File: src/rtl/seven_seg_scanner.sv
// seven_seg_scanner: time-multiplexed driver for a DIGITS-wide 7-segment display.
// Captures the packed nibbles and decimal points once per frame, decodes them, and
// scans one digit per slot. Each slot opens with an all-off anti-ghosting interval.
module seven_seg_scanner #(
    parameter int unsigned DIGITS       = 4,
    parameter int unsigned REFRESH_DIV  = 100000,
    parameter int unsigned BLANK_CYCLES = 1000,
    parameter bit          COMMON_ANODE = 1'b0
) (
    input  logic                clk,
    input  logic                rst_n,
    input  logic [4*DIGITS-1:0] d,
    input  logic [DIGITS-1:0]   dp,
    input  logic                lz_blank,
    output logic [6:0]          seg,
    output logic                seg_dp,
    output logic [DIGITS-1:0]   dig,
    output logic                frame
);

    localparam int unsigned PRES_W = (REFRESH_DIV > 1) ? $clog2(REFRESH_DIV) : 1;
    localparam int unsigned IDX_W  = (DIGITS > 1) ? $clog2(DIGITS) : 1;
    localparam int unsigned D_W    = 4 * DIGITS;

    // Inactive levels: all-zero for common cathode, all-one for common anode.
    localparam logic [6:0]        SEG_OFF = {7{COMMON_ANODE}};
    localparam logic              DP_OFF  = COMMON_ANODE;
    localparam logic [DIGITS-1:0] DIG_OFF = {DIGITS{COMMON_ANODE}};

    // Parameter legality checks at elaboration time.
    if (DIGITS < 1 || DIGITS > 8) begin : g_bad_digits
        $error("seven_seg_scanner: DIGITS must be in 1..8");
    end
    if (BLANK_CYCLES < 1) begin : g_bad_blank
        $error("seven_seg_scanner: BLANK_CYCLES must be >= 1");
    end
    if (BLANK_CYCLES >= REFRESH_DIV) begin : g_bad_div
        $error("seven_seg_scanner: BLANK_CYCLES must be < REFRESH_DIV");
    end

    typedef enum logic {
        PH_BLANK = 1'b0,
        PH_DRIVE = 1'b1
    } phase_t;

    // Scan state and frame snapshot.
    logic [PRES_W-1:0] pres_q;
    logic [IDX_W-1:0]  idx_q;
    logic [D_W-1:0]    snap_d_q;
    logic [DIGITS-1:0] snap_dp_q;

    // Combinational next-state and output candidates.
    logic [PRES_W-1:0] pres_nxt_c;
    logic [IDX_W-1:0]  idx_nxt_c;
    logic              frame_start_c;
    phase_t            phase_c;
    logic [DIGITS-1:0] lz_mask_c;
    logic              zero_run_c;
    logic [3:0]        cur_nib_c;
    logic              cur_dp_c;
    logic              cur_blank_c;
    logic [6:0]        seg_c;
    logic              seg_dp_c;
    logic [DIGITS-1:0] dig_c;

    // Hex to gfedcba segment pattern, active-high.
    function automatic logic [6:0] hex_decode(input logic [3:0] v);
        logic [6:0] r;
        case (v)
            4'h0:    r = 7'h3F;
            4'h1:    r = 7'h06;
            4'h2:    r = 7'h5B;
            4'h3:    r = 7'h4F;
            4'h4:    r = 7'h66;
            4'h5:    r = 7'h6D;
            4'h6:    r = 7'h7D;
            4'h7:    r = 7'h07;
            4'h8:    r = 7'h7F;
            4'h9:    r = 7'h6F;
            4'hA:    r = 7'h77;
            4'hB:    r = 7'h7C;
            4'hC:    r = 7'h39;
            4'hD:    r = 7'h5E;
            4'hE:    r = 7'h79;
            default: r = 7'h71;
        endcase
        return r;
    endfunction

    // Prescaler and digit-index advance; idx steps when the slot counter wraps.
    always_comb begin
        pres_nxt_c = pres_q + PRES_W'(1);
        idx_nxt_c  = idx_q;
        if (pres_q == PRES_W'(REFRESH_DIV - 1)) begin
            pres_nxt_c = '0;
            if (idx_q == IDX_W'(DIGITS - 1)) begin
                idx_nxt_c = '0;
            end else begin
                idx_nxt_c = idx_q + IDX_W'(1);
            end
        end
    end

    // First cycle of slot 0 is the only point where new data is taken.
    always_comb begin
        frame_start_c = (idx_q == '0) && (pres_q == '0);
    end

    // Leading-zero mask: digit k (k >= 1) blanks when it and every higher digit is zero.
    always_comb begin
        zero_run_c = lz_blank;
        lz_mask_c  = '0;
        for (int k = int'(DIGITS) - 1; k >= 1; k--) begin
            zero_run_c   = zero_run_c & (snap_d_q[4*k +: 4] == 4'h0);
            lz_mask_c[k] = zero_run_c;
        end
    end

    // Select the snapshot nibble, decimal point and blank flag of the current digit.
    always_comb begin
        cur_nib_c   = 4'h0;
        cur_dp_c    = 1'b0;
        cur_blank_c = 1'b0;
        for (int k = 0; k < int'(DIGITS); k++) begin
            if (idx_q == IDX_W'(k)) begin
                cur_nib_c   = snap_d_q[4*k +: 4];
                cur_dp_c    = snap_dp_q[k];
                cur_blank_c = lz_mask_c[k];
            end
        end
    end

    // Phase and active-high output values for the current state.
    always_comb begin
        seg_c    = 7'h00;
        seg_dp_c = 1'b0;
        dig_c    = '0;
        phase_c  = (pres_q < PRES_W'(BLANK_CYCLES)) ? PH_BLANK : PH_DRIVE;
        if (phase_c == PH_DRIVE) begin
            dig_c    = DIGITS'(1) << idx_q;
            seg_dp_c = cur_dp_c;
            if (!cur_blank_c) begin
                seg_c = hex_decode(cur_nib_c);
            end
        end
    end

    // Scan counters.
    always_ff @(posedge clk or negedge rst_n) begin
        if (!rst_n) begin
            pres_q <= '0;
            idx_q  <= '0;
        end else begin
            pres_q <= pres_nxt_c;
            idx_q  <= idx_nxt_c;
        end
    end

    // Frame snapshot of digit data and decimal points.
    always_ff @(posedge clk or negedge rst_n) begin
        if (!rst_n) begin
            snap_d_q  <= '0;
            snap_dp_q <= '0;
        end else if (frame_start_c) begin
            snap_d_q  <= d;
            snap_dp_q <= dp;
        end
    end

    // Registered outputs with polarity applied; reset forces the inactive level.
    always_ff @(posedge clk or negedge rst_n) begin
        if (!rst_n) begin
            frame  <= 1'b0;
            seg    <= SEG_OFF;
            seg_dp <= DP_OFF;
            dig    <= DIG_OFF;
        end else begin
            frame  <= frame_start_c;
            seg    <= seg_c ^ SEG_OFF;
            seg_dp <= seg_dp_c ^ DP_OFF;
            dig    <= dig_c ^ DIG_OFF;
        end
    end

endmodule

File: config.mk
export PLATFORM = sky130hd
export DESIGN_NAME = seven_seg_scanner
export DESIGN_NICKNAME = d
export VERILOG_FILES = /design/src/rtl/seven_seg_scanner.sv
export SDC_FILE = /design/constraint.sdc
export NUM_CORES = 1
export LEC_CHECK = 0
export CAP_MARGIN = 15
export CORE_ASPECT_RATIO = 0.6
export CORE_MARGIN = 3
export CORE_UTILIZATION = 45
export CTS_CLUSTER_SIZE = 14
export DETAILED_ROUTE_END_ITERATION = 12
export HOLD_SLACK_MARGIN = 0.1
export PLACE_DENSITY = 0.73
export SLEW_MARGIN = 20
export SYNTH_ARGS = -nofsm -noshare
export SYNTH_HDL_FRONTEND = slang
export SYNTH_SLANG_ARGS = --single-unit
File: constraint.sdc
create_clock -name clk -period 3.1 [get_ports clk]
set_input_delay 0.775 -clock clk [delete_from_list [all_inputs] [get_ports clk]]
set_output_delay 0.775 -clock clk [all_outputs]
set_load 0.05 [all_outputs]
== Word level (Yosys, flattened, before mapping) ==
Memories as Yosys holds them, arrays and structs flattened.
Cells that the tools add are included.
W data, S select, Z words.
Operators by class
  add/sub/neg operators: 2
  magnitude comparators: 1
  eq/ne operators: 4
  shift operators: 1
  multiplexer cells: 17
  bitwise operators: 3
  reduce and logical (&&, ||, !) cells: 6
Operators by type and width (number)
  $mux W4: 5
  $add A17 B1 Y17 const B: 1
  $eq A17 B17 Y1 const B: 1
  $logic_not A17 Y1: 1
  $lt A17 B10 Y1 const B: 1
  $mux W17: 1
  $mux W7: 2
  $logic_not A4 Y1: 3
  $mux W1: 8
  $eq A2 B2 Y1 const B: 2
  $shl A1 B2 Y4 const A: 1
  $and A1 B1 Y1: 3
  $add A2 B1 Y2 const B: 1
  $eq A2 B1 Y1 const B: 1
  $logic_not A2 Y1: 1
  $mux W2: 1
  $logic_and A1 B1 Y1: 1
Storage, ports and cells
  flip-flop bits (word level): 52
  bits in read-only memories: 112
  output and inout port bits: 13
  word-level logic and storage cells: 43
  memories: 1
Memories
  (no name shown): depth 16, bits a word 7, read ports 1, clocked after Yosys merged registers in 0, wr ports 0, line 69  | case (v)

== Logic depth before layout (Yosys ltp) ==
  depth in word-level cells: 9
  gate-level depth with buffers: 11
  mapped depth without buffers: 10

== Worst setup path before layout ==
No wires, ideal clock.
  path kind: register to register
  from: register idx_q[1]
  to: register seg[1]
  library setup time: 0.104 ns
  arrival time: 2.195 ns
  required time: 2.996 ns
  setup slack: 0.801 ns
  stages on the path, launching flop included: 10
  path through: dfrtp_1 > inv_1 > ha_1 > clkbuf_1 > a211oi_1 > a221oi_1 > inv_1 > ha_1 > a21oi_1 > a221oi_1
On the way
  word-level cells in the longest chain between the ends: 8
  elaborated cells on any way between the ends: 14
RTL lines
  start: declaration: line 48  | logic [IDX_W-1:0] idx_q;
  start signal: assignment: line 155  | idx_q <= idx_nxt_c;
  $logic_not A2 Y1: line 125  | if (idx_q == IDX_W'(k)) begin
  $mux W4 (4 in a row): line 125
  $mem_v2 Z16 W7
  $mux W7 (*): line 142  | if (!cur_blank_c) begin
  $mux W7 (*): line 139  | if (phase_c == PH_DRIVE) begin
  via seg_c[1]: line 62  | logic [6:0] seg_c;
  end signal: assignment: line 179  | seg <= seg_c ^ SEG_OFF;
  end: declaration: line 15  | output logic [6:0] seg,
Mark *: on every way through the listed nets, which the timed path passes. The rest lies on a longest branch.
A chain may end at the register's enable or synchronous reset.

== Worst setup path after layout ==
Ends and elaborated chain as after synthesis.

==> flow_metrics.py <==
metrics = {
    "outcome": {
        "run_status": "completed",
    },
    "clock_tree": {
        "clock_path_buffers": 2,
        "cts-buffers-inserted": 5,
        "clk_transition_reported_paths_ns": 0.09,
        "tritoncts": "built",
        "postCtsSetupBuffers": 0,
        "ctsHoldBuffers": 0,
        "clock_sink_count": 52,
        "cts_max_level": 2,
        "worstSkewPairLatency_ns": 0.30,
        "gates_resized_cts_repair": 0,
        "root_buffer": "sky130_fd_sc_hd__clkbuf_8",
    },
    "global_routing": {
        "globalRouteTotalUtil_pct": 17.3,
        "grt_pass1_wl_um": 8730,
        "grt_antenna_before_repair": 0,
        "grt_start_max_net_pins": 26,
        "grt_remaining_overflow": 0,
        "grt_pass1_vias": 1708,
    },
    "critical_path": {
        "timing.reg2reg.setup_slack_ns": 0.44,
        "endpoint_required_time_on_the_critical_path_ns": 3.30,
        "reg2reg_from": "idx_q[1]$_DFFE_PN0N_",
        "startpoint_class": "register",
        "worst-path-buf-inv": 2,
        "crit-reg2reg-capture": "seg[1]$_DFF_PN0_",
        "worstSetupPathType": "reg2reg",
        "critical_path.cell_chain": "inv_1 -> ha_1 -> a211oi_1 -> a221oi_1 -> inv_1 -> ha_1 -> a21oi_1 -> a221oi_1",
        "critical-path-max-stage-delay_ns": 0.63,
        "worst-path-max-fanout": 12,
        "worst_setup_path_end_kind": "register",
        "critical_path_arrival_ns": 2.86,
        "crit_path_top_delay_cell": "sky130_fd_sc_hd__a221oi_1",
        "worst_r2r_path_depth": 8,
        "worst_path_dominant_cell_family": "compound AO/OA/AOI/OAI gates",
    },
    "sta": {
        "slew_headroom_pct": 53.0,
        "timing.clock.skew_ns": 0.00519,
        "grt_setup_unrepaired": "no",
        "finalMaxSlewViolations": 0,
        "timing.final.hold_violations": 0,
        "post-route-period-util_pct": 85.8,
        "worst_pin_slew_ns": 0.699,
        "fin_setup_tns_ns": 0,
        "max_freq_mhz": 376,
        "post_route_minimum_period_ns": 2.66,
        "setup-violations-final": 0,
    },
    "drt": {
        "postRouteAntennaNets": 0,
        "vias_per_cell": 5.25,
        "detailedRoute.firstIterationViolations": 80,
        "routed_wl_per_cell_um": 15.3,
        "drt_drc_violations_left": 0,
        "wl_um": 5160,
        "route.vias.total": 1773,
        "count_of_tritonroute_iterations_in_the_first_routing_pass": 5,
    },
    "power": {
        "cell_internal_power_mw": 0.888,
        "cellPowerDensity_mw_per_mm2": 374,
        "power.share.combinational_pct": 8.0,
        "worst_ir_drop_vdd_v": 0.000200,
        "clockPowerShare_pct": 30.7,
        "p_sw_share_pct": 22.4,
        "power.net_switching_mw": 0.256,
        "power.share.sequential_pct": 61.3,
        "total_leakage_power_nw": 1.34,
    },
    "floorplanning": {
        "die-height_um": 64.4,
        "std_cell_rows": 20,
        "ioPinCount": 36,
        "start_util_pct": 48.6,
        "die-area_mm2": 0.00664,
        "core_area_mm2": 0.00526,
        "die_width_um": 103,
    },
    "synth": {
        "synthCells": 233,
        "synth_async_sr_flop_share_pct": 100,
        "synth-edff-count": 0,
        "seq_area_frac_synth_pct": 51.0,
        "synth_most_common_cell": "sky130_fd_sc_hd__dfrtp_1",
        "postSynth.topFlopCell": "sky130_fd_sc_hd__dfrtp_1",
        "post-synth-top-area-cell": "sky130_fd_sc_hd__dfrtp_1",
        "postSynthNetCount": 268,
        "most_instantiated_cells_after_synthesis": "52 x sky130_fd_sc_hd__dfrtp_1, 20 x sky130_fd_sc_hd__mux2_2, 20 x sky130_fd_sc_hd__nor2_1",
        "postSynthAreaPerCell_um2": 11.0,
        "synth_top_area_share_pct": 51.0,
        "synth.ff_latch_count": 52,
        "synth-warning-count": 0,
        "syn_area_mm2": 0.00255,
        "yosys.cell_types.count": 38,
        "synth.top_cells.by_area": "sky130_fd_sc_hd__dfrtp_1 51%, sky130_fd_sc_hd__mux2_2 8.8%, sky130_fd_sc_hd__ha_1 5.9%, sky130_fd_sc_hd__nor2_1 2.9%, sky130_fd_sc_hd__xnor2_1 2.7%",
    },
    "layout": {
        "fin_area_mm2": 0.00306,
        "antennaDiodeCount": 0,
        "finish.net_count": 309,
        "final_layout_size_suffix_gt1_share_pct": 13.2,
        "synthToLayoutAreaGrowth_pct": 19.7,
        "multiInputGateArea_mm2": 0.00117,
        "layout.filler_cells": 477,
        "register_area_mm2": 0.00130,
    },
    "placed_design": {
        "dp.final_hpwl_um": 3900,
        "routabilityCongestion": 0.835,
        "number_of_buffer_cells_added_on_primary_ports": 35,
        "placedInstanceArea_mm2": 0.00299,
    },
    "run": {
        "maxCapViolations": 0,
    },
    "hold_path": {
        "timing.hold.worst.class": "in2async",
    },
}
-- worst max path at each step --
stage,startpoint,end,cells past startpoint
3_5_place_dp,idx_q[1]$_DFFE_PN0N_,seg[1]$_DFF_PN0_,8
2_1_floorplan,idx_q[1]$_DFFE_PN0N_,seg[1]$_DFF_PN0_,9
4_1_cts,idx_q[1]$_DFFE_PN0N_,seg[1]$_DFF_PN0_,8
5_1_grt,idx_q[1]$_DFFE_PN0N_,seg[1]$_DFF_PN0_,8
6_report,idx_q[1]$_DFFE_PN0N_,seg[1]$_DFF_PN0_,8
3_3_place_gp,idx_q[1]$_DFFE_PN0N_,seg[1]$_DFF_PN0_,8
-- metal layers --
layer | vias to the layer above | track usage, % | wire (µm)
met5 | - | 0 | 0
met4 | 0 | 4.36 | 43
met3 | 5 | 4.03 | 218
met2 | 40 | 21.2 | 1980
met1 | 845 | 29.4 | 2910
li1 | 883 | - | -
-- power groups by stage --
stage	combinational (mW)	clock (mW)	sequential, mW
after floorplan	0.0404	0	0.711
after global placement	0.0905	0	0.714
after detailed placement	0.0929	0	0.714
after CTS	0.0932	0.362	0.700
after global routing	0.103	0.395	0.702
final	0.0919	0.351	0.701
-- cell families after synthesis --
logic type	count (synthesis)	share of synthesized area (%)
xor+xnor	14	4.80
flops	52	51.0
fa+ha+maj	12	5.88
mux	24	10.4
simple gates	90	18.6
buf+inv	18	3.28
compound gates	23	6.13
-- cells in the final DEF, fill, tap and decap left out, drive strengths merged, types with 3 or more instances in the layout --
cell           netlist  layout
nor2                20      20
o21ai                4       4
nand2b               3       3
and3                 3       3
nor3                10      10
mux2                20      20
mux2i                4       4
nand3               10      10
nand2               17      17
dfrtp               52      52
nor3b                4       4
nand3b               5       5
a221oi               3       3
xor2                 6       6
xnor2                8       8
clkdlybuf4s50        0      34
ha                  12      12
a21oi                6       6
buf                  3       8
inv                 10      10
clkbuf               5       5
nor4                 3       3
nor2b                8       8
-- registers in the layout (all words and copies together) (netlist names) --
name	cells
frame	1
seg_dp	1
snap_dp_q	4
seg	7
pres_q	17
snap_d_q	16
dig	4
idx_q	2
-- layout make-up --
class / count / area share, %
clock buffer: 5 / 2.25
inverter: 10 / 1.23
multi-input combinational: 163 / 38.2
timing repair buffer: 42 / 13.0
sequential: 52 / 42.6
tap: 66 / 2.70
-- worst register-to-register path, stage by stage, from the launching register on --
cell and delay (ns):
sky130_fd_sc_hd__dfrtp_1 0.41, sky130_fd_sc_hd__inv_1 0.10, sky130_fd_sc_hd__ha_1 0.38, sky130_fd_sc_hd__a211oi_1 0.15, sky130_fd_sc_hd__a221oi_1 0.63, sky130_fd_sc_hd__inv_1 0.23, sky130_fd_sc_hd__ha_1 0.36, sky130_fd_sc_hd__a21oi_1 0.06
sky130_fd_sc_hd__a221oi_1 0.24
-- metrics by stage --
stage | utilization [%] | hold slack [ns] | instances | worst slack, ns | total power [mW]
floorplan | - | 0.462 | 233 | 0.801 | 0.751
global placement | 56.9 | 0.488 | 333 | 0.559 | 0.804
detailed placement | 56.9 | 0.498 | 333 | 0.467 | 0.807
CTS | 58.2 | 0.463 | 338 | 0.460 | 1.16
global route | 58.2 | 0.482 | 338 | 0.176 | 1.20
finish | 58.2 | 0.447 | 338 | 0.441 | 1.14
No activity file was read; power rests on OpenSTA's default activity.
